### src/rtl/alu_sched_pkg.sv
// Shared op-code constants and scheduler state encoding for the ALU scheduler
// and anything that talks to it.
package alu_pkg;

  localparam logic [3:0] OP_AND = 4'b0000;
  localparam logic [3:0] OP_OR  = 4'b0001;
  localparam logic [3:0] OP_ADD = 4'b0010;
  localparam logic [3:0] OP_MUL = 4'b0011;
  localparam logic [3:0] OP_SUB = 4'b0110;

  localparam int NUM_REQ = 2;

  typedef enum logic [1:0] {
    ST_IDLE = 2'd0,
    ST_MUL  = 2'd1,
    ST_RESP = 2'd2
  } state_t;

  function automatic logic is_mul(input logic [3:0] ctrl);
    return ctrl == OP_MUL;
  endfunction

endpackage

### src/rtl/alu_sched_if.sv
// Request/response bundle between two requesters, the ALU scheduler and
// its result consumer.
interface alu_sched_if #(
  parameter int DATA_W = 32
);

  logic              req0_valid_i;
  logic              req0_ready_o;
  logic [DATA_W-1:0] req0_data1_i;
  logic [DATA_W-1:0] req0_data2_i;
  logic [3:0]        req0_ctrl_i;

  logic              req1_valid_i;
  logic              req1_ready_o;
  logic [DATA_W-1:0] req1_data1_i;
  logic [DATA_W-1:0] req1_data2_i;
  logic [3:0]        req1_ctrl_i;

  logic              rsp_valid_o;
  logic              rsp_ready_i;
  logic [DATA_W-1:0] rsp_data_o;
  logic              rsp_id_o;
  logic              rsp_zero_o;
  logic              rsp_err_o;
  logic              busy_o;

  modport slave (
    input  req0_valid_i, req0_data1_i, req0_data2_i, req0_ctrl_i,
    output req0_ready_o,
    input  req1_valid_i, req1_data1_i, req1_data2_i, req1_ctrl_i,
    output req1_ready_o,
    output rsp_valid_o, rsp_data_o, rsp_id_o, rsp_zero_o, rsp_err_o, busy_o,
    input  rsp_ready_i
  );

  modport master (
    output req0_valid_i, req0_data1_i, req0_data2_i, req0_ctrl_i,
    input  req0_ready_o,
    output req1_valid_i, req1_data1_i, req1_data2_i, req1_ctrl_i,
    input  req1_ready_o,
    input  rsp_valid_o, rsp_data_o, rsp_id_o, rsp_zero_o, rsp_err_o, busy_o,
    output rsp_ready_i
  );

endinterface

### src/rtl/alu_sched_mul_iter.sv
// Iterative shift-add multiplier keeping only the low DATA_W product bits;
// one step per cycle, the first step taken on the start edge itself.
module mul_iter #(
  parameter int DATA_W    = 32,
  parameter int MUL_STEPS = 32
) (
  input  logic              clk,
  input  logic              rst_n,
  input  logic              start,
  input  logic [DATA_W-1:0] op_a,
  input  logic [DATA_W-1:0] op_b,
  output logic              done,
  output logic [DATA_W-1:0] product_lo
);

  localparam int CNT_W = $clog2(MUL_STEPS + 1);

  logic [DATA_W-1:0] mcand_reg, mcand_next;
  logic [DATA_W-1:0] mplier_reg, mplier_next;
  logic [DATA_W-1:0] acc_reg, acc_next;
  logic [CNT_W-1:0]  count_reg;
  logic              run_reg;

  logic [DATA_W-1:0] mcand_src;
  logic [DATA_W-1:0] mplier_src;
  logic [DATA_W-1:0] acc_src;

  // The start edge steps directly on the incoming operands, so a full
  // multiply completes MUL_STEPS edges after start, including that edge.
  always_comb begin
    mcand_src   = start ? op_a : mcand_reg;
    mplier_src  = start ? op_b : mplier_reg;
    acc_src     = start ? '0   : acc_reg;
    acc_next    = mplier_src[0] ? (acc_src + mcand_src) : acc_src;
    mcand_next  = mcand_src << 1;
    mplier_next = mplier_src >> 1;
  end

  always_ff @(posedge clk or negedge rst_n) begin
    if (!rst_n) begin
      mcand_reg  <= '0;
      mplier_reg <= '0;
      acc_reg    <= '0;
      count_reg  <= '0;
      run_reg    <= 1'b0;
    end else if (start) begin
      mcand_reg  <= mcand_next;
      mplier_reg <= mplier_next;
      acc_reg    <= acc_next;
      count_reg  <= CNT_W'(MUL_STEPS - 1);
      run_reg    <= 1'b1;
    end else if (run_reg) begin
      if (count_reg != '0) begin
        mcand_reg  <= mcand_next;
        mplier_reg <= mplier_next;
        acc_reg    <= acc_next;
        count_reg  <= count_reg - CNT_W'(1);
      end else begin
        run_reg <= 1'b0;
      end
    end
  end

  assign done       = run_reg && (count_reg == '0);
  assign product_lo = acc_reg;

endmodule

### src/rtl/alu_sched.sv
// Two-requester ALU front end: round-robin arbitration in IDLE, single-cycle
// logic/arith ops, iterative multiply, and a held response slot.
module alu_sched
  import alu_pkg::*;
#(
  parameter int DATA_W    = 32,
  parameter int MUL_STEPS = 32
) (
  input  logic         clk_i,
  input  logic         rst_i,
  alu_sched_if.slave   bus
);

  state_t state_reg, state_next;

  logic              rr_reg;
  logic              id_reg;
  logic              err_reg;
  logic [DATA_W-1:0] result_reg;

  logic [NUM_REQ-1:0] req_valid;
  logic [NUM_REQ-1:0] req_ready;
  logic [DATA_W-1:0]  req_a    [NUM_REQ];
  logic [DATA_W-1:0]  req_b    [NUM_REQ];
  logic [3:0]         req_ctrl [NUM_REQ];

  logic              grant;
  logic              accept;
  logic [DATA_W-1:0] sel_a;
  logic [DATA_W-1:0] sel_b;
  logic [3:0]        sel_ctrl;
  logic [DATA_W-1:0] alu_result;
  logic              alu_err;
  logic              mul_start;
  logic              mul_done;
  logic [DATA_W-1:0] mul_product;

  assign req_valid   = {bus.req1_valid_i, bus.req0_valid_i};
  assign req_a[0]    = bus.req0_data1_i;
  assign req_b[0]    = bus.req0_data2_i;
  assign req_ctrl[0] = bus.req0_ctrl_i;
  assign req_a[1]    = bus.req1_data1_i;
  assign req_b[1]    = bus.req1_data2_i;
  assign req_ctrl[1] = bus.req1_ctrl_i;

  // Tie between both requesters is broken by rr; a lone requester always wins.
  always_comb begin
    grant = 1'b0;
    if (req_valid[1] && (!req_valid[0] || rr_reg)) begin
      grant = 1'b1;
    end
  end

  assign accept = (state_reg == ST_IDLE) && (req_valid != '0);

  // Ready is forced low while reset is asserted, not only after it is sampled.
  generate
    for (genvar gi = 0; gi < NUM_REQ; gi++) begin : g_ready
      assign req_ready[gi] = rst_i && (state_reg == ST_IDLE) && req_valid[gi]
                             && (grant == gi[0]);
    end
  endgenerate

  assign bus.req0_ready_o = req_ready[0];
  assign bus.req1_ready_o = req_ready[1];

  assign sel_a    = req_a[grant];
  assign sel_b    = req_b[grant];
  assign sel_ctrl = req_ctrl[grant];

  always_comb begin
    alu_result = '0;
    alu_err    = 1'b0;
    case (sel_ctrl)
      OP_ADD:  alu_result = sel_a + sel_b;
      OP_SUB:  alu_result = sel_a - sel_b;
      OP_AND:  alu_result = sel_a & sel_b;
      OP_OR:   alu_result = sel_a | sel_b;
      OP_MUL:  alu_result = '0;
      default: alu_err    = 1'b1;
    endcase
  end

  assign mul_start = accept && is_mul(sel_ctrl);

  mul_iter #(
    .DATA_W    (DATA_W),
    .MUL_STEPS (MUL_STEPS)
  ) u_mul (
    .clk        (clk_i),
    .rst_n      (rst_i),
    .start      (mul_start),
    .op_a       (sel_a),
    .op_b       (sel_b),
    .done       (mul_done),
    .product_lo (mul_product)
  );

  always_ff @(posedge clk_i or negedge rst_i) begin
    if (!rst_i) begin
      state_reg <= ST_IDLE;
    end else begin
      state_reg <= state_next;
    end
  end

  // RESP always returns to IDLE first, so no accept shares the handshake edge.
  always_comb begin
    state_next = state_reg;
    case (state_reg)
      ST_IDLE: begin
        if (accept) begin
          state_next = is_mul(sel_ctrl) ? ST_MUL : ST_RESP;
        end
      end
      ST_MUL: begin
        if (mul_done) begin
          state_next = ST_RESP;
        end
      end
      ST_RESP: begin
        if (bus.rsp_ready_i) begin
          state_next = ST_IDLE;
        end
      end
      default: state_next = ST_IDLE;
    endcase
  end

  always_ff @(posedge clk_i or negedge rst_i) begin
    if (!rst_i) begin
      rr_reg     <= 1'b0;
      id_reg     <= 1'b0;
      err_reg    <= 1'b0;
      result_reg <= '0;
    end else if (accept) begin
      rr_reg     <= ~grant;
      id_reg     <= grant;
      err_reg    <= alu_err;
      result_reg <= alu_result;
    end else if ((state_reg == ST_MUL) && mul_done) begin
      result_reg <= mul_product;
    end
  end

  assign bus.rsp_valid_o = (state_reg == ST_RESP);
  assign bus.rsp_data_o  = result_reg;
  assign bus.rsp_id_o    = id_reg;
  assign bus.rsp_err_o   = err_reg;
  assign bus.rsp_zero_o  = (state_reg == ST_RESP) && (result_reg == '0);
  assign bus.busy_o      = (state_reg != ST_IDLE);

endmodule

### src/flat_wrapper.sv
// flat-port wrapper written by rule: the top's interface ports become plain ports
module alu_sched_flat import alu_pkg::*;
#(
  parameter int DATA_W    = 32,
  parameter int MUL_STEPS = 32
)
  (clk_i, rst_i, bus_req0_valid_i, bus_req0_data1_i, bus_req0_data2_i, bus_req0_ctrl_i, bus_req0_ready_o, bus_req1_valid_i, bus_req1_data1_i, bus_req1_data2_i, bus_req1_ctrl_i, bus_req1_ready_o, bus_rsp_valid_o, bus_rsp_data_o, bus_rsp_id_o, bus_rsp_zero_o, bus_rsp_err_o, bus_busy_o, bus_rsp_ready_i);
  alu_sched_if #(.DATA_W(DATA_W)) bus_i ();
  input  logic clk_i;
  input  logic rst_i;
  input wire logic [$bits(bus_i.req0_valid_i)-1:0] bus_req0_valid_i;
  input wire logic [$bits(bus_i.req0_data1_i)-1:0] bus_req0_data1_i;
  input wire logic [$bits(bus_i.req0_data2_i)-1:0] bus_req0_data2_i;
  input wire logic [$bits(bus_i.req0_ctrl_i)-1:0] bus_req0_ctrl_i;
  output wire logic [$bits(bus_i.req0_ready_o)-1:0] bus_req0_ready_o;
  input wire logic [$bits(bus_i.req1_valid_i)-1:0] bus_req1_valid_i;
  input wire logic [$bits(bus_i.req1_data1_i)-1:0] bus_req1_data1_i;
  input wire logic [$bits(bus_i.req1_data2_i)-1:0] bus_req1_data2_i;
  input wire logic [$bits(bus_i.req1_ctrl_i)-1:0] bus_req1_ctrl_i;
  output wire logic [$bits(bus_i.req1_ready_o)-1:0] bus_req1_ready_o;
  output wire logic [$bits(bus_i.rsp_valid_o)-1:0] bus_rsp_valid_o;
  output wire logic [$bits(bus_i.rsp_data_o)-1:0] bus_rsp_data_o;
  output wire logic [$bits(bus_i.rsp_id_o)-1:0] bus_rsp_id_o;
  output wire logic [$bits(bus_i.rsp_zero_o)-1:0] bus_rsp_zero_o;
  output wire logic [$bits(bus_i.rsp_err_o)-1:0] bus_rsp_err_o;
  output wire logic [$bits(bus_i.busy_o)-1:0] bus_busy_o;
  input wire logic [$bits(bus_i.rsp_ready_i)-1:0] bus_rsp_ready_i;
  assign bus_i.req0_valid_i = bus_req0_valid_i;
  assign bus_i.req0_data1_i = bus_req0_data1_i;
  assign bus_i.req0_data2_i = bus_req0_data2_i;
  assign bus_i.req0_ctrl_i = bus_req0_ctrl_i;
  assign bus_req0_ready_o = bus_i.req0_ready_o;
  assign bus_i.req1_valid_i = bus_req1_valid_i;
  assign bus_i.req1_data1_i = bus_req1_data1_i;
  assign bus_i.req1_data2_i = bus_req1_data2_i;
  assign bus_i.req1_ctrl_i = bus_req1_ctrl_i;
  assign bus_req1_ready_o = bus_i.req1_ready_o;
  assign bus_rsp_valid_o = bus_i.rsp_valid_o;
  assign bus_rsp_data_o = bus_i.rsp_data_o;
  assign bus_rsp_id_o = bus_i.rsp_id_o;
  assign bus_rsp_zero_o = bus_i.rsp_zero_o;
  assign bus_rsp_err_o = bus_i.rsp_err_o;
  assign bus_busy_o = bus_i.busy_o;
  assign bus_i.rsp_ready_i = bus_rsp_ready_i;
  alu_sched #(.DATA_W(DATA_W), .MUL_STEPS(MUL_STEPS)) u_core (.clk_i(clk_i), .rst_i(rst_i), .bus(bus_i));
endmodule
### config.mk
export PLATFORM = sky130hd
export DESIGN_NAME = alu_sched_flat
export DESIGN_NICKNAME = d
export VERILOG_FILES = /design/src/rtl/alu_sched_pkg.sv /design/src/rtl/alu_sched_if.sv /design/src/rtl/alu_sched_mul_iter.sv /design/src/rtl/alu_sched.sv /design/src/flat_wrapper.sv
export SDC_FILE = /design/constraint.sdc
export NUM_CORES = 1
export LEC_CHECK = 0
export CORE_UTILIZATION = 35
export CTS_CLUSTER_SIZE = 28
export DETAILED_ROUTE_END_ITERATION = 8
export GPL_ROUTABILITY_DRIVEN = 0
export SETUP_SLACK_MARGIN = 0.5
export SYNTH_ARGS = -nofsm -noshare
export SYNTH_HDL_FRONTEND = slang
export SYNTH_HIERARCHICAL = 1
export SYNTH_SLANG_ARGS = --single-unit
### constraint.sdc
create_clock -name clk_i -period 6 [get_ports clk_i]
set_input_delay 0.9 -clock clk_i [delete_from_list [all_inputs] [get_ports clk_i]]
set_output_delay 0.9 -clock clk_i [all_outputs]
set_load 0.03 [all_outputs]
# Word level (Yosys, flattened, before mapping)
# Cells that the tools add are included.
dict set report classes {
  n_mux 38
  mul 0
  bitwise 4
  n_eq_ne 9
  order_cmp 1
  reduce_logical 26
  n_shift 0
  addsub 4
  div_mod_pow 0
}
# op count
set ops {}
lappend ops {{$mux W32} 21}
lappend ops {{$pmux W32 S4} 1}
lappend ops {{$add A32 B32 Y32} 2}
lappend ops {{$and A32 B32 Y32} 1}
lappend ops {{$logic_not A32 Y1} 1}
lappend ops {{$or A32 B32 Y32} 1}
lappend ops {{$sub A32 B32 Y32} 1}
lappend ops {{$mux W6} 3}
lappend ops {{$mux W4} 3}
lappend ops {{$logic_and A1 B1 Y1} 11}
lappend ops {{$reduce_bool A2 Y1} 5}
lappend ops {{$eq A4 B2 Y1 const B} 2}
lappend ops {{$mux W2} 4}
lappend ops {{$logic_not A6 Y1} 1}
lappend ops {{$ne A2 B1 Y1 const B} 3}
lappend ops {{$pmux W2 S3} 1}
lappend ops {{$reduce_bool A6 Y1} 1}
lappend ops {{$sub A6 B1 Y6 const B} 1}
lappend ops {{$mux W1} 5}
lappend ops {{$reduce_or A5 Y1} 1}
lappend ops {{$eq A4 B1 Y1 const B} 1}
lappend ops {{$eq A4 B3 Y1 const B} 1}
lappend ops {{$logic_not A4 Y1} 1}
lappend ops {{$reduce_and A3 Y1} 1}
lappend ops {{other kinds (9)} 9}
dict set report totals {
  mem_bits_ro 0
  inputBits 141
  latchBits 0
  mem_bits_rw 0
  ff_bits 140
  mem_count 0
}

# Depth between registers and ports, before layout
# Gate-level depths: netlist of the first run.
dict set report depth {
  depth_word 16
  depth_mapped 23
  mapped_depth_nobuf 17
}

# By module
# The synthesis of the first run kept the hierarchy.
# module seq_area_each_um2 cells_each n_inst area_each_um2
set by_module_without_submodules {}
lappend by_module_without_submodules {mul_iter 2527.4 678 1 6456.2}
lappend by_module_without_submodules {alu_sched 925.9 888 1 6074.6}

# Least setup slack after synthesis of the first run
# No wires, ideal clock.
dict set report synth_path {
  path_kind {input to register}
  start {input bus_req1_valid_i}
  end {register u_core.u_mul.acc_reg[24] (netlist: u_core/u_mul/product_lo[24])}
  path_slack_ns 0.447
  arrival_time_ns 5.431
  t_required_ns 5.878
  path_stages 21
  cell_sequence {buf_4 -> buf_2 -> nand2_1 -> buf_2 -> buf_2 -> buf_4 -> buf_2 -> nand2_1 -> nand2_1 -> o2111ai_1 -> nor2_1 -> clkbuf_1 -> buf_1 -> mux2_2 -> ha_1 -> a211o_1 -> a31oi_4 -> o2111ai_2 -> and3_4 -> or3_1 -> a32o_1}
}
dict set report synth_between {
  elab_chain_cells 14
}
# item line
set synth_rtl {}
lappend synth_rtl {{from (decl)} flat_wrapper.sv:16} ;# input wire logic [$bits(bus_i.req1_valid_i)-1:0] bus_req1_valid_i;
lappend synth_rtl {{$logic_and A1 B1 Y1} alu_sched.sv:49} ;# if (req_valid[1] && (!req_valid[0] || rr_reg)) begin
lappend synth_rtl {{$mux W1} alu_sched.sv:49}
lappend synth_rtl {{$not A1 Y2 (implied by the code)} alu_sched.sv:69} ;# assign sel_ctrl = req_ctrl[grant];
lappend synth_rtl {{$mux W4 (implied by the code) (3 in series)} alu_sched.sv:69}
lappend synth_rtl {{$eq A4 B2 Y1} alu_sched_pkg.sv:20} ;# return ctrl == OP_MUL;
lappend synth_rtl {{$logic_and A1 B1 Y1 (*)} alu_sched.sv:84} ;# assign mul_start = accept && is_mul(sel_ctrl);
lappend synth_rtl {{via u_core.mul_start} alu_sched.sv:34} ;# logic mul_start;
lappend synth_rtl {{$mux W32 (*)} alu_sched_mul_iter.sv:31} ;# mcand_src = start ? op_a : mcand_reg;
lappend synth_rtl {{via u_core.u_mul.mcand_src[4]} alu_sched_mul_iter.sv:24} ;# logic [DATA_W-1:0] mcand_src;
lappend synth_rtl {{$add A32 B32 Y32 (*)} alu_sched_mul_iter.sv:34} ;# acc_next = mplier_src[0] ? (acc_src + mcand_src) : acc_src;
lappend synth_rtl {{$mux W32 (*)} alu_sched_mul_iter.sv:34}
lappend synth_rtl {{$mux W32} alu_sched_mul_iter.sv:53} ;# if (count_reg != '0) begin
lappend synth_rtl {{$mux W32} alu_sched_mul_iter.sv:52} ;# end else if (run_reg) begin
lappend synth_rtl {{$mux W32 (*)} alu_sched_mul_iter.sv:46} ;# end else if (start) begin
lappend synth_rtl {{to (signal assigned)} alu_sched_mul_iter.sv:49} ;# acc_reg <= acc_next;
lappend synth_rtl {{to (signal assigned)} alu_sched_mul_iter.sv:56} ;# acc_reg <= acc_next;
lappend synth_rtl {{to (decl)} alu_sched_mul_iter.sv:20} ;# logic [DATA_W-1:0] acc_reg, acc_next;
# The timed path passes the listed nets; every way through them passes the cells marked *. The select of a mux whose other input is x is not followed.
# A chain may end at the register's enable or synchronous reset.

# Worst setup path after layout of the first run
dict set report layout_path {
  start {input bus_req1_valid_i}
  end {register u_core.result_reg[25] (netlist: u_core/bus.rsp_data_o[25])}
}
dict set report layout_between {
  elab_chain_cells 9
}
# item line
set layout_rtl {}
lappend layout_rtl {{$logic_and A1 B1 Y1} alu_sched.sv:49}
lappend layout_rtl {{$mux W1} alu_sched.sv:49}
lappend layout_rtl {{$not A1 Y2 (implied by the code)} {alu_sched.sv:67, alu_sched.sv:68, alu_sched.sv:69}}
lappend layout_rtl {{$mux W32 (implied by the code) (tied with other cells) (3 in series)} alu_sched.sv:67} ;# assign sel_a = req_a[grant];
lappend layout_rtl {{$sub A32 B32 Y32 (tied with other cells)} alu_sched.sv:76} ;# OP_SUB: alu_result = sel_a - sel_b;
lappend layout_rtl {{$pmux W32 S4} alu_sched.sv:74} ;# case (sel_ctrl)
lappend layout_rtl {{$mux W32} alu_sched.sv:136} ;# end else if (accept) begin
lappend layout_rtl {{to (signal assigned)} alu_sched.sv:140} ;# result_reg <= alu_result;
lappend layout_rtl {{to (signal assigned)} alu_sched.sv:142} ;# result_reg <= mul_product;
lappend layout_rtl {{to (decl)} alu_sched.sv:19} ;# logic [DATA_W-1:0] result_reg;
# Parallel ways exist; a longest one is shown, timed or not. The select of a mux whose other input is x is not followed.

==> summary.txt, run 1 <==
Outcome
  • Run status: completed

Yosys
  • Mean instance size in the synthesized netlist: ~8.0 um^2
  • Area fraction in compound gates after synthesis: between 20% and 30%
  • XOR/XNOR Fraction of Synth Area: under 10%
  • Most used standard cells in the synthesized netlist: sky130_fd_sc_hd__nand2_1, sky130_fd_sc_hd__dfrtp_1, sky130_fd_sc_hd__o21ai_0
  • Fraction of synthesis flops using an asynchronous set or reset pin: 100.0%
  • Post-synthesis cell area: between 10000 and 15000 um^2
  • Top cells by area, synth: sky130_fd_sc_hd__dfrtp_1, sky130_fd_sc_hd__nand2_1, sky130_fd_sc_hd__mux2_2
  • Leading cell type by number of instances after synthesis: sky130_fd_sc_hd__nand2_1
  • Yosys warning count: 6
  • Number of distinct standard cells referenced by the synthesized netlist: just over 90
  • Multiplexer fraction of the synthesized cell area: 10.95%
  • Basic-gate share of the synthesized area counting and, or, nand and nor cells: 21.36%
  • Total nets after synthesis: 1771
  • Fraction of post-synthesis cell area in the top cell type by area: 27.56%
  • Post-synthesis sequential element count: about 140
  • Adder-cell area share of the yosys netlist: 6.910%
  • Number of enable flip-flop cells after synthesis: 0
  • Synth area leader: sky130_fd_sc_hd__dfrtp_1
  • Proportion of synthesized chip area in sequential cells: 27.56%
  • Dominant combinational cell family by area after synthesis: compound AO/OA/AOI/OAI gates
  • Leading register cell type out of synthesis: sky130_fd_sc_hd__dfrtp_1
  • Number of cells produced by synthesis: 1566

Die
  • # IOs: 180
  • Placeable Area: 34880 um^2
  • Placement row count: ~70
  • Starting utilization of the core area: 35.92%
  • DIE WIDTH: 191.2 um
  • DIE AREA: 36560 um^2
  • Overall die height: ~190 um

Placed design
  • Detailed placer's ending HPWL: 34570 um
  • Setup slack at placement: 0.1972 ns
  • Number of port buffers: 179
  • Placed instance area: 14830 um^2

STA
  • Min Tclk post-route: roughly 5.2 ns
  • Count of endpoints failing hold in the final timing report: 0
  • Clock skew: 0.01225 ns
  • Relative slew slack: 27.95%
  • Tightest Pin Transition: 1.077 ns
  • Final-report max-slew violation count: 0
  • Final hold slack: roughly 0.48 ns
  • Max frequency: 192.4 MHz
  • Unrepaired setup endpoints after global routing: no
  • Setup violations, final: 0
  • Final setup TNS: 0 ns
  • Post-layout worst setup margin: 0.8020 ns
  • Period utilization: 86.63%

Route
  • Total wire length after detailed routing: between 40000 and 50000 um
  • Vias: approximately 13k
  • Vias per cell: slightly below 6
  • WL/cell: 20.59 um
  • Final ANT Viol Nets: 0
  • DR iter-0 viols: 1209
  • DR pass1 iterations: 6
  • DRC Markers: 0

Pwr
  • Maximum ir drop on the vdd rail: 0.1734 mV
  • Leakage Power: around 6.7 nW
  • Power Density: 483.0 nW/um^2

Clock network
  • Worst-Skew Late Latency: 0.43 ns
  • Clock Sinks: 138
  • Maximum buffer depth of the clock tree: 2
  • Clock Root Buffer: sky130_fd_sc_hd__clkbuf_16
  • Level count of the clock H-tree: 4
  • TritonCTS clock tree: done
  • CTS buffer count: 17
  • Clk pin slew, worst setup/hold paths: 0.06 ns
  • Post-CTS Hold Buffers: 0

Layout
  • Area growth syn-to-layout: 23.20%
  • Max FFs per register: 32
  • Layout Cell Area excl Fill: roughly 15000 um^2
  • Final standard cell utilization of the core: 44.25%
  • Diodes inserted: 0
  • Number of filler cells placed in the layout: approximately 3.5k
  • Layout Nets: between 1.5k and 2k
  • Ratio of cells with drive above 1 in the final layout: 10.09%

Critical path
  • Worst reg-to-reg path cell count: 16
  • Worst-path fanout max: 15
  • Reg-to-reg startpoint: u_core/rr_reg$_DFFE_PN0P_
  • Required arrival time at the worst endpoint: roughly 6.3 ns
  • Slowest cell on the critical path: sky130_fd_sc_hd__clkdlybuf4s50_1
  • Slack of the worst reg-to-reg path: 1.39 ns
  • Type of origin of the critical path: input pin
  • Kind of critical path: in2reg
  • R2r endpoint: u_core/bus.rsp_data_o[25]$_DFFE_PN0P_
  • Arr. time, crit path: 5.48 ns
  • CP max stage delay: 0.63 ns
  • Cell-by-cell listing of the critical path: clkdlybuf4s50_1 > inv_2 > o21ai_0 > and2_1 > a21o_1 > o311ai_0 > xnor2_1 > ha_1 > nand2_1 > or4b_4 > a32oi_2 > a21oi_1 > o41ai_2 > xnor2_1 > a21oi_1 > a31oi_1
  • Critical path capture point type: register

Flow run
  • Total of max-cap violations: 0

Global route
  • Number of antenna violations at the first check in global routing: 0
  • Largest net degree at the start of global routing: 74
  • Total routing resource utilization after global routing: 24.42%
  • Total global routing overflow: 0
  • Number of global-route vias before repair: approximately 12k
  • First-pass GRT wire length: just under 70000 um

Hold path
  • Worst hold path type: in2async
[stage by stage]
stage          std cells  power (W)
6_report            2180   0.007456
5_1_grt             2180   0.007953
4_1_cts             2178   0.007399
3_5_place_dp        2147   0.006300
3_3_place_gp        2147   0.006253
2_1_floorplan       1566   0.004900
[power by group]
group	switching [W]	internal (W)
logic	0.00274	0.00190
registers	0.000394	0.00136
clock network	0.000429	0.000631
total	0.00356	0.00390
[worst max-delay path: cells and delay by family]
| kind | cells | cell delay, ns |
|---|---|---|
| compound gates | 8 | 2.20 |
| fa+ha+maj | 1 | 0.39 |
| buf+inv | 2 | 0.84 |
| xor+xnor | 2 | 0.29 |
| simple gates | 3 | 0.86 |
[worst max-delay path by stage]
stage	start	endpoint	slack (ns)	cells past startpoint
2_1_floorplan	bus_req1_valid_i	u_core/u_mul/product_lo[23]$_DFFE_PN0P_	0.50	21
3_3_place_gp	bus_req0_valid_i	u_core/bus.rsp_data_o[21]$_DFFE_PN0P_	0.33	17
3_5_place_dp	bus_req0_valid_i	u_core/bus.rsp_data_o[28]$_DFFE_PN0P_	0.20	16
4_1_cts	bus_req0_valid_i	u_core/bus.rsp_data_o[28]$_DFFE_PN0P_	0.62	16
5_1_grt	bus_req1_valid_i	u_core/bus.rsp_data_o[25]$_DFFE_PN0P_	0.52	19
6_report	bus_req1_valid_i	u_core/bus.rsp_data_o[25]$_DFFE_PN0P_	0.80	16
[cells by family (layout without fill, tap and decap cells)]
kind of cell | Yosys count | in the layout
XOR/XNOR | 80 | 80
AO/OA/AOI/OAI | 451 | 451
other | 1 | 1
flip-flops | 138 | 138
buffers and inverters | 130 | 289
multiplexers | 128 | 128
AND/OR/NAND/NOR | 569 | 569
adder cells (fa/ha/maj) | 69 | 69
[routing by layer]
metal	GRT usage (%)	wire, um
met2	38.89	20010
met5	0	0
met4	9.402	1385
met3	3.819	3396
met1	33.01	20100
[placed cells by master, fill, tap and decap left out, drive strengths merged, types with 26 or more instances in the layout]
master	instances
a21o	26
nor2	99
a31oi	29
clkdlybuf4s50	177
a21oi	102
nor2b	36
ha	62
o21ai	136
dfrtp	138
nand2	265
nand3	29
mux2	70
buf	34
mux2i	58
inv	47
xnor2	59
[cell type report]
cell class,instances,area [um^2],share of cell area (%)
sequential,138,3453,22.37
clock inverter,11,121.4,0.7862
timing repair buffer,212,2056,13.32
multi-input combinational,1298,8608,55.76
tap,455,569.3,3.688
inverter,46,172.7,1.118
clock buffer,20,456.7,2.958
[what timing repair did]
action / CTS / global route
gates resized for setup: 0 / 4
buffers inserted: 0 / 2
setup endpoints to repair: 0 / 13
Power figures use the tool's default switching activity.
==> run 2, diff against run 1 <==
--- a/config.mk
+++ b/config.mk
@@ -5,6 +5,7 @@
 export SDC_FILE = /design/constraint.sdc
 export NUM_CORES = 1
 export LEC_CHECK = 0
+export CAP_MARGIN = 40
 export CORE_UTILIZATION = 35
 export CTS_CLUSTER_SIZE = 28
 export DETAILED_ROUTE_END_ITERATION = 8
==> summary.txt, run 2 (same netlist as run 1, synthesis figures left out) <==
Critical path
  • Slowest cell on the critical path: sky130_fd_sc_hd__clkdlybuf4s50_1
  • Critical path capture point type: register
  • R2r endpoint: u_core/u_mul/product_lo[23]$_DFFE_PN0P_
  • Type of origin of the critical path: input pin
  • Cell-by-cell listing of the critical path: clkdlybuf4s50_1 > and2b_4 > o21ai_0 > a22oi_1 > buf_4 > nor2_1 > xnor2_1 > ha_1 > o21ai_0 > o21a_1 > a32oi_2 > a21oi_1 > o31ai_1 > a21oi_1 > xor2_1 > o21ai_0
  • CP dominant cell by count: sky130_fd_sc_hd__o21ai_0
  • Required arrival time at the worst endpoint: 6.28 ns (about the same)
  • Kind of critical path: in2reg
  • Worst-path fanout max: 23 (+8)
  • CP max stage delay: 0.66 ns (+0.03 ns)
  • Reg-to-reg startpoint: u_core/state_reg[1]$_DFFE_PN0P_
  • Worst reg-to-reg path cell count: 12 (-4)
  • Slack of the worst reg-to-reg path: 1.37 ns (-0.02 ns)
  • Arr. time, crit path: 5.54 ns (+0.06 ns)

Global route
  • Number of antenna violations at the first check in global routing: 0 (unchanged)
  • First-pass GRT wire length: 68910 um (+0.12%)
  • Total global routing overflow: 0 (unchanged)
  • Total routing resource utilization after global routing: 24.40% (about the same)
  • Largest net degree at the start of global routing: 69 (-6.8%)
  • Number of global-route vias before repair: 12.04k (-0.97%)

Die
  • # IOs: 180 (unchanged)
  • DIE AREA: 36560 um^2 (unchanged)
  • DIE WIDTH: 191.2 um (unchanged)
  • Placement row count: 68 (unchanged)
  • Starting utilization of the core area: 35.92% (unchanged)
  • Placeable Area: 34880 um^2 (unchanged)
  • Overall die height: 191.2 um (unchanged)

STA
  • Final setup TNS: 0 ns (unchanged)
  • Final-report max-slew violation count: 0 (unchanged)
  • Count of endpoints failing hold in the final timing report: 0 (unchanged)
  • Relative slew slack: 36.65% (+8.7 points)
  • Clock skew: 0.01171 ns (-0.0005426 ns)
  • Max frequency: 190.1 MHz (-1.2%)
  • Min Tclk post-route: 5.261 ns (+0.06345 ns)
  • Final hold slack: 0.4642 ns (-0.01766 ns)
  • Tightest Pin Transition: 0.9468 ns (-0.1306 ns)
  • Setup violations, final: 0 (unchanged)
  • Period utilization: 87.69% (+1.1 points)
  • Unrepaired setup endpoints after global routing: no

Layout
  • Max FFs per register: 32 (unchanged)
  • Area growth syn-to-layout: 24.31%
  • Ratio of cells with drive above 1 in the final layout: 10.24% (+0.16 points)
  • Most used cells in the layout excluding fill and tap cells: sky130_fd_sc_hd__nand2_1, sky130_fd_sc_hd__clkdlybuf4s50_1, sky130_fd_sc_hd__dfrtp_1
  • Layout Nets: 1921 (+0.16%)
  • Number of filler cells placed in the layout: 3420 (-1.2%)
  • Most common cell after layout, fill and taps aside: sky130_fd_sc_hd__nand2_1
  • Diodes inserted: 0 (unchanged)

Route
  • DRC Markers: 0 (unchanged)
  • Final ANT Viol Nets: 0 (unchanged)
  • Vias per cell: 5.758 (-0.82%)
  • Total wire length after detailed routing: 44760 um (-0.30%)
  • DR iter-0 viols: 1092 (-9.7%)
  • DR pass1 iterations: 9 (+3)
  • WL/cell: 20.50 um (-0.43%)
  • Vias: 12.57k (-0.68%)

Clock network
  • CTS buffer count: 17 (unchanged)
  • TritonCTS clock tree: done
  • Clock Sinks: 138 (unchanged)
  • Worst-Skew Late Latency: 0.44 ns (about the same)
  • Level count of the clock H-tree: 4 (unchanged)
  • Maximum buffer depth of the clock tree: 2 (unchanged)
  • Post-CTS Hold Buffers: 0 (unchanged)
  • Clk pin slew, worst setup/hold paths: 0.06 ns (about the same)
  • Clock Root Buffer: sky130_fd_sc_hd__clkbuf_16

Pwr
  • Leakage Power: 6.706 nW (+0.77%)
  • Maximum ir drop on the vdd rail: 0.1918 mV (+11%)
  • Power Density: 488.9 nW/um^2 (+1.2%)

Hold path
  • Worst hold path type: in2async

Flow run
  • Total of max-cap violations: 0 (unchanged)

Outcome
  • Run status: completed

Placed design
  • Number of port buffers: 179 (unchanged)
  • Detailed placer's ending HPWL: 34720 um (+0.46%)
-- run 2: through the flow --
stage | power (W) | area, um^2 | util [%] | setup WS (ns) | cells
finish | 0.007616 | 15580 | 44.66 | 0.7386 | 2183
detailed placement | 0.006339 | 14910 | 42.75 | 0.2086 | 2151
global route | 0.008122 | 15580 | 44.66 | 0.5042 | 2183
floorplan | 0.004900 | 12530 | - | 0.5015 | 1566
global placement | 0.006253 | 14830 | 42.52 | 0.3270 | 2147
CTS | 0.007571 | 15560 | 44.61 | 0.6608 | 2182
-- run 2: report_power, final --
part	leakage [nW]	total, W	internal [W]	switching [W]
Clock	0.312	0.00119	0.000758	0.000433
Combinational	4.66	0.00467	0.00193	0.00273
Sequential	1.73	0.00176	0.00136	0.000395
-- run 2: worst max-delay path: cells and delay by family --
| family | cells | cell delay [ns] |
|---|---|---|
| xor gates and xnor gates | 2 | 0.40 |
| adders and majority gates | 1 | 0.32 |
| buffers and inverters | 2 | 1.04 |
| and+or+nand+nor | 2 | 0.45 |
| AOI/OAI and AO/OA | 9 | 2.42 |
-- run 2: area by class of cell --
cell class                      instances  area [um^2]  area share [%]
Multi-Input combinational cell       1298         8607           55.25
Sequential cell                       138         3453           22.17
Timing Repair Buffer                  215         2126           13.65
Tap cell                              455        569.3           3.655
Clock buffer                           20        456.7           2.932
Clock inverter                         11        192.7           1.237
Inverter                               46        172.7           1.108
-- run 2: worst max path at each step --
| stage | from | endpoint | slack [ns] | cells after the start |
|---|---|---|---|---|
| after floorplan | bus_req1_valid_i | u_core/u_mul/product_lo[23]$_DFFE_PN0P_ | 0.50 | 21 |
| after global placement | bus_req0_valid_i | u_core/bus.rsp_data_o[21]$_DFFE_PN0P_ | 0.33 | 17 |
| after detailed placement | bus_req0_valid_i | u_core/bus.rsp_data_o[28]$_DFFE_PN0P_ | 0.21 | 15 |
| after CTS | bus_req0_valid_i | u_core/bus.rsp_data_o[28]$_DFFE_PN0P_ | 0.66 | 15 |
| after global routing | bus_req0_valid_i | u_core/u_mul/product_lo[30]$_DFFE_PN0P_ | 0.50 | 15 |
| final | bus_req0_valid_i | u_core/bus.rsp_data_o[21]$_DFFE_PN0P_ | 0.74 | 16 |
-- run 2: layer usage --
metal / GRT usage [%] / share of wire, %
met3: 4.186 / 7.7
met5: 0 / 0
met4: 8.516 / 2.6
met1: 33.09 / 45
met2: 38.85 / 45
-- run 2: repair_timing --
action | 4_1_cts | 5_1_grt
buffers inserted | 0 | 1
resized for setup | 0 | 3
endpoints found under the setup margin | 0 | 14
